==> src/rtl/regfile_onehot.sv <==
// 32-entry register file with one-hot decoded write enables, two combinational
// read ports, optional write-to-read bypass and optional hardwired-zero register 0.

module decoder (
  output logic [31:0] out,
  input  logic [4:0]  select,
  input  logic        enable
);

  // Comparison form keeps every output 0 when enable is low, even for an unknown select.
  always_comb begin
    out = '0;
    for (int i = 0; i < 32; i++) begin
      out[i] = enable && (select == 5'(i));
    end
  end

endmodule

module regfile_onehot #(
  parameter int unsigned DATA_WIDTH = 32,
  parameter bit          BYPASS     = 1'b1,
  parameter bit          ZERO_REG   = 1'b1
) (
  input  logic                  clock,
  input  logic                  ctrl_reset,
  input  logic                  ctrl_writeEnable,
  input  logic [4:0]            ctrl_writeReg,
  input  logic [4:0]            ctrl_readRegA,
  input  logic [4:0]            ctrl_readRegB,
  input  logic [DATA_WIDTH-1:0] data_writeReg,
  output logic [DATA_WIDTH-1:0] data_readRegA,
  output logic [DATA_WIDTH-1:0] data_readRegB
);

  localparam int unsigned NUM_REGS = 32;

  logic [NUM_REGS-1:0]                 we;
  logic [NUM_REGS-1:0]                 we_eff;
  logic [NUM_REGS-1:0][DATA_WIDTH-1:0] regs;

  decoder u_decoder (
    .out    (we),
    .select (ctrl_writeReg),
    .enable (ctrl_writeEnable)
  );

  // Address 0 never writes and never bypasses when it is the zero register.
  assign we_eff = ZERO_REG ? (we & ~NUM_REGS'(1)) : we;

  for (genvar i = 0; i < NUM_REGS; i++) begin : g_reg
    if (ZERO_REG && (i == 0)) begin : g_zero
      assign regs[i] = '0;
    end else begin : g_store
      logic [DATA_WIDTH-1:0] q;

      always_ff @(posedge clock) begin
        if (ctrl_reset) begin
          q <= '0;
        end else if (we_eff[i]) begin
          q <= data_writeReg;
        end
      end

      assign regs[i] = q;
    end
  end

  // Read muxes; bypass is suppressed during reset since the write will be dropped.
  always_comb begin
    data_readRegA = regs[ctrl_readRegA];
    if (BYPASS && !ctrl_reset && we_eff[ctrl_readRegA]) begin
      data_readRegA = data_writeReg;
    end
  end

  always_comb begin
    data_readRegB = regs[ctrl_readRegB];
    if (BYPASS && !ctrl_reset && we_eff[ctrl_readRegB]) begin
      data_readRegB = data_writeReg;
    end
  end

endmodule

==> config.mk <==
export PLATFORM = sky130hd
export DESIGN_NAME = regfile_onehot
export DESIGN_NICKNAME = d
export VERILOG_FILES = /design/src/rtl/regfile_onehot.sv
export SDC_FILE = /design/constraint.sdc
export NUM_CORES = 2
export LEC_CHECK = 0
export ABC_CLOCK_PERIOD_IN_PS = 4000
export CAP_MARGIN = 10
export CELL_PAD_IN_SITES_DETAIL_PLACEMENT = 1
export CELL_PAD_IN_SITES_GLOBAL_PLACEMENT = 2
export CORE_MARGIN = 5
export CORE_UTILIZATION = 41
export DETAILED_ROUTE_END_ITERATION = 10
export DONT_BUFFER_PORTS = 1
export GPL_TIMING_DRIVEN = 0
export HOLD_SLACK_MARGIN = 0.02
export PLACE_DENSITY_LB_ADDON = 0.15
export SYNTH_ARGS = -nofsm -noshare
export SYNTH_HDL_FRONTEND = slang
export SYNTH_SLANG_ARGS = --single-unit
==> constraint.sdc <==
create_clock -name clock -period 4 [get_ports clock]
set_input_delay 0.6 -clock clock [delete_from_list [all_inputs] [get_ports clock]]
set_output_delay 0.6 -clock clock [all_outputs]
set_load 0.01 [all_outputs]
# Yosys cells after proc, flatten, opt, wreduce, memory -nomap -nowiden
# Cells that the tools add are included.
# classes
n_lt_le_gt_ge	2
muxes	10
eq_ne	31
n_reduce_logical	34
# op_table
op	count
binary-select mux 32 bit (select 5 bit)	2
two-way mux 32 bit	4
== test 5 bit (second input constant)	16
== test 5 x 4 -> 1 bit (second input constant)	8
logical AND 1 bit	33
== test 5 x 3 -> 1 bit (second input constant)	4
< comparator 5 x 6 -> 1 bit (second input constant)	2
binary-select mux 1 bit (select 5 bit)	2
== test 5 x 2 -> 1 bit (second input constant)	2
== test 5 x 1 -> 1 bit (second input constant)	1
two-way mux 1 bit	2
zero test 1 bit	1
# totals
elab_cells	108
input_bits	50
out_inout_bits	64
reg_bits	992

# Depth between registers and ports, before layout
# logic_depth
depth_word	6
depth_mapped	12
mapped_depth_nobuf	6

# Modules after synthesis
# From an unflattened synthesis, not the netlist that was laid out.
# hier_totals
cells_unflattened	4716
area_unflattened_um2	51690.8
# modules_own_cells
mod	cells_each	seq_area_each_um2	area_per_inst_um2	instances
regfile_onehot	4669	19859.0	51460.6	1
decoder	47	0.0	230.2	1

# Worst setup path before layout
# Ideal clock, no wire load.
# synth_timing
kind	input to output
start	input ctrl_readRegA[0]
end	output data_readRegA[10]
n_path_buf	2
path_slack_ns	0.639
t_required_ns	3.400
t_arrival_ns	2.761
cell_stages	7
path_cell_list	buf_2 -> buf_1 -> mux4_2 -> mux4_2 -> nor2_1 -> a31oi_1 -> mux2_1
# synth_via
elab_chain_cells	4
# synth_rtl
element	line	rtl
start, declared	29	input logic [4:0] ctrl_readRegA,
binary-select mux 1 bit (select 5 bit)	72	if (BYPASS && !ctrl_reset && we_eff[ctrl_readRegA]) begin
two-way mux 1 bit (implied by the code)	72	
logical AND 1 bit	72	
two-way mux 32 bit (*)	72	
end, declared	32	output logic [DATA_WIDTH-1:0] data_readRegA,
# Mark *: on every way between the ends. The rest lies on a longest branch, timed or not. The select of a mux whose other input is x is not followed.

# Worst setup path after layout
# layout_timing
start	input ctrl_readRegA[2]
end	output data_readRegA[18]
# Same word-level chain as after synthesis.

==> impl_results.rst <==
.. list-table::
   :header-rows: 1

   * - Metric
     - Value
   * - Count of warnings emitted by yosys
     - 0
   * - Largest regs
     - g.g_store.q (992)
   * - Endpoint type of the worst setup path
     - primary output
   * - Unrepaired setup endpoints after global routing
     - yes
   * - Worst path top cell family by delay
     - buffers and inverters
   * - Largest register by flop count
     - g.g_store.q
   * - Net count of the finished layout
     - 6003
   * - Path depth of the worst reg2reg path
     - 2
   * - Worst path arrival time
     - 3550 ps
   * - Placed instance area
     - 53800 um^2
   * - Hold path start
     - data_writeReg[4]
   * - Required time reported for the critical path endpoint
     - 3400 ps
   * - Finished layout cell area
     - 58900 um^2
   * - Worst path slowest cell
     - mux2i_2
   * - TritonCTS Sinks
     - 992
   * - Areal power density over the cells
     - 408 nW/um^2
   * - First-pass GRT wire length
     - 383000 um
   * - Post-layout utilization of the core
     - 47.1%
   * - Number of setup violations in the final report
     - 40
   * - Hold Worst Slack
     - 187 ps
   * - # Max-Cap Violations
     - 1
   * - Cell count after synthesis
     - 5815
   * - I/O pin cnt
     - 114
   * - Worst vdd rail ir drop
     - 338 uV
   * - Capture instance of the worst register-to-register path
     - g_reg[3].g_store.q[18]
   * - Wl on met1
     - 109000 um
   * - H-tree depth
     - 3
   * - Final RePlAce weighted congestion
     - 1.06
   * - Measured slew at the worst slew-check pin
     - 1510 ps
   * - Max Slew Vio Count
     - 6
   * - Number of antenna violations at the first check in global routing
     - 27
   * - Max Clk Rate
     - 241 MHz
   * - Class of the tightest hold or removal check
     - in -> reg
   * - Number of vias per cell after detailed routing
     - 6.53
   * - Worst skew pair latency
     - 750 ps
   * - DRC marker count from the first detailed-route iteration
     - 6214
   * - Average wire per standard cell
     - 36.4 um
   * - Critical path class
     - in -> out
   * - Mapped Nets
     - 5865
   * - Number of enable-type register cells in the synthesized netlist
     - 0
   * - Worst stage delay on the critical path
     - 500 ps
   * - Number of buffer and inverter stages on the critical path
     - 5
   * - Clock slew at the register clock pins of the worst setup and hold paths
     - 60 ps
   * - Critical path's most frequent cell
     - buf_4
   * - Startpoint of the worst-slack reg-to-reg timing path
     - g_reg[3].g_store.q[18]
   * - Type of origin of the critical path
     - input pin
   * - DRC violations left
     - 0
   * - Register-to-Register Setup Slack
     - 3150 ps
   * - Number of hold-slack violations in the final timing report
     - 0
   * - Hpwl dp
     - 216000 um
   * - Run status
     - finished, violations left
   * - Cell variety after synth
     - 57
   * - Largest net degree at the start of global routing
     - 20
   * - Total congestion overflow after global routing
     - 0
   * - Violated checks
     - capacitance limit, slew limit, setup timing
   * - Number of flip-flops under the largest register name
     - 992
   * - Final setup slack of the worst path
     - -147 ps
   * - Highest net fanout along the worst path
     - 10
   * - Mean Syn Cell Area
     - 8.86 um^2
   * - Area inside the core boundary
     - 125000 um^2
   * - Final Non-Filler Cells
     - 7711
   * - CTS tree
     - built
   * - Fraction of registers with async set/reset
     - 0%
   * - Total number of vias
     - 50300
   * - Pre-CTS worst setup slack
     - -1560 ps
   * - Layout-stage area growth over the synthesis result
     - 14.5%
   * - Count of input and output buffers
     - 0
   * - Maximum clock insertion buffer count
     - 3
   * - Post-Syn Area
     - 51500 um^2
   * - Post-Route Skew
     - 0 ps
   * - Top FF cell, synth
     - dfxtp_1
   * - Routed wire length
     - 281000 um
   * - Overall global routing resource usage
     - 41.2%
   * - Clock root cell
     - clkbuf_16
   * - Rel. slew slack
     - -0.712%
   * - Via count of the first global-routing pass
     - 48800
   * - Leakage dissipation
     - 18.8 nW
   * - Post-synthesis register bit count
     - 992
   * - Die boundary width
     - 364 um
   * - Post-route total power
     - 24.0 mW
   * - Total clock buffers created by CTS
     - 118
   * - Filler cell count
     - 14500
   * - Post-route clock period utilization
     - 104%
   * - Met2 routed wirelength
     - 119000 um
   * - Count of TritonRoute iterations in the first routing pass
     - 6
   * - Placed Cells
     - 7475
   * - Summed negative setup slack over all endpoints
     - -2240 ps
   * - Number of stages on the worst hold path
     - 3
   * - Proportion of layout cells with a drive suffix above 1
     - 17.7%
   * - Post-layout minimum cycle time
     - 4150 ps
   * - Floorplan row count
     - 130
   * - Max Used Layer
     - met5
   * - Proportion of synthesized chip area in sequential cells
     - 38.6%
   * - Die area
     - 133000 um^2
   * - Endpoint, Worst Hold
     - g_reg[2].g_store.q[4]
   * - Detail Route Antenna Nets
     - 0
   * - Critical path cell sequence
     - buf_4 > buf_6 > buf_4 > and2_1 > buf_4 > clkbuf_8 > a22oi_2 > nand3_1 > o21ai_0 > mux2i_2
   * - Initial standard-cell utilization of the core
     - 41.1%
   * - Die Y
     - 364 um
   * - Routed met3 length
     - 33100 um
==> cells in the final DEF, fill, tap and decap left out, types with 20 or more instances in the layout <==
| cell | instances |
|---|---|
| buf_6 | 33 |
| clkbuf_4 | 22 |
| clkinv_2 | 20 |
| nor2_1 | 68 |
| mux4_2 | 497 |
| buf_4 | 46 |
| a221oi_1 | 28 |
| a22o_1 | 46 |
| clkbuf_1 | 474 |
| mux2i_1 | 40 |
| nor2b_1 | 30 |
| buf_8 | 21 |
| buf_2 | 27 |
| nand2_1 | 2039 |
| clkbuf_16 | 123 |
| a22oi_1 | 23 |
| nor3_1 | 24 |
| a21oi_1 | 1009 |
| mux2_2 | 123 |
| clkbuf_2 | 24 |
| a31oi_1 | 25 |
| clkbuf_8 | 30 |
| mux2_1 | 26 |
| dfxtp_1 | 992 |
==> what timing repair did <==
item                       CTS  global route
gates cloned                 0             0
hold endpoints to repair     2             0
hold buffers                 2             0
pin swaps                    6             8
buffers inserted             4             3
setup endpoints to repair   64            53
resized for setup          279            63
==> final cells by class <==
| class | count | area (um^2) | area share, % |
|---|---|---|---|
| Timing Repair Buffer | 20 | 260 | 0.442 |
| Multi-Input combinational cell | 4186 | 29500 | 50.0 |
| Inverter | 4 | 15.0 | 0.0255 |
| Tap cell | 1650 | 2060 | 3.50 |
| Sequential cell | 992 | 19900 | 33.7 |
| Buffer | 631 | 3270 | 5.55 |
| Antenna cell | 18 | 45.0 | 0.0764 |
| Clock buffer | 174 | 3480 | 5.90 |
| Clock inverter | 36 | 487 | 0.826 |
==> tightest hold or removal path, stage by stage <==
cell and delay [ps]:
clkbuf_1 140, nand2_1 80, a21oi_1 60
==> routing by layer <==
layer  up-vias  GRT usage (%)
met5         -          0.327
met4        20           24.6
met3       834           12.3
met2      3129           60.8
met1     25700           53.6
li1      20700              -
==> synthesized netlist by cell type (4+ instances only) <==
library cell / number / share of area, %
clkbuf_1: 498 / 3.6
mux2_1: 32 / 0.70
nand2b_1: 17 / 0.21
nand4b_1: 4 / 0.068
a21oi_1: 1011 / 9.8
o22ai_1: 12 / 0.15
buf_1: 23 / 0.17
mux2i_1: 48 / 0.93
nor2_1: 75 / 0.55
nand3_1: 8 / 0.078
mux2_2: 118 / 2.6
buf_6: 7 / 0.15
o211ai_1: 9 / 0.13
dfxtp_1: 992 / 39
a211oi_1: 18 / 0.26
or2_2: 7 / 0.085
buf_4: 25 / 0.36
o21ai_0: 19 / 0.18
and2_1: 5 / 0.061
and3_1: 7 / 0.085
nand2_1: 2040 / 15
o31ai_1: 6 / 0.087
a22o_1: 46 / 0.78
a221oi_1: 41 / 0.70
buf_2: 80 / 0.78
nor2b_1: 31 / 0.38
a31oi_1: 26 / 0.32
mux4_2: 497 / 22
nor3_1: 29 / 0.28
a22oi_1: 40 / 0.58
==> worst max-delay path by stage <==
stage	endpoint	start	slack (ps)	cells after the start
finish	data_readRegA[18]	ctrl_readRegA[2]	-150	10
global placement	data_readRegB[16]	ctrl_readRegB[3]	-2070	8
global route	data_readRegA[14]	ctrl_readRegA[0]	-20	8
floorplan	data_readRegA[10]	ctrl_readRegA[0]	640	7
CTS	data_readRegA[2]	ctrl_readRegA[0]	-20	8
detailed placement	data_readRegA[11]	ctrl_readRegA[2]	-1560	9
==> report_power, final <==
group	switching [mW]	total (mW)	internal (mW)
Clock	4.73	11.4	6.67
Combinational	1.94	2.62	0.674
Sequential	0.0656	10.0	9.95
Total	6.73	24.0	17.3
==> cells by family after synthesis <==
family / share of synthesized area (%)
AND/OR/NAND/NOR: 17.0
AO/OA/AOI/OAI: 13.3
flip-flops: 38.6
multiplexers: 26.0
buffers and inverters: 5.12
XOR/XNOR: 0.102
Power figures use the tool's default switching activity.
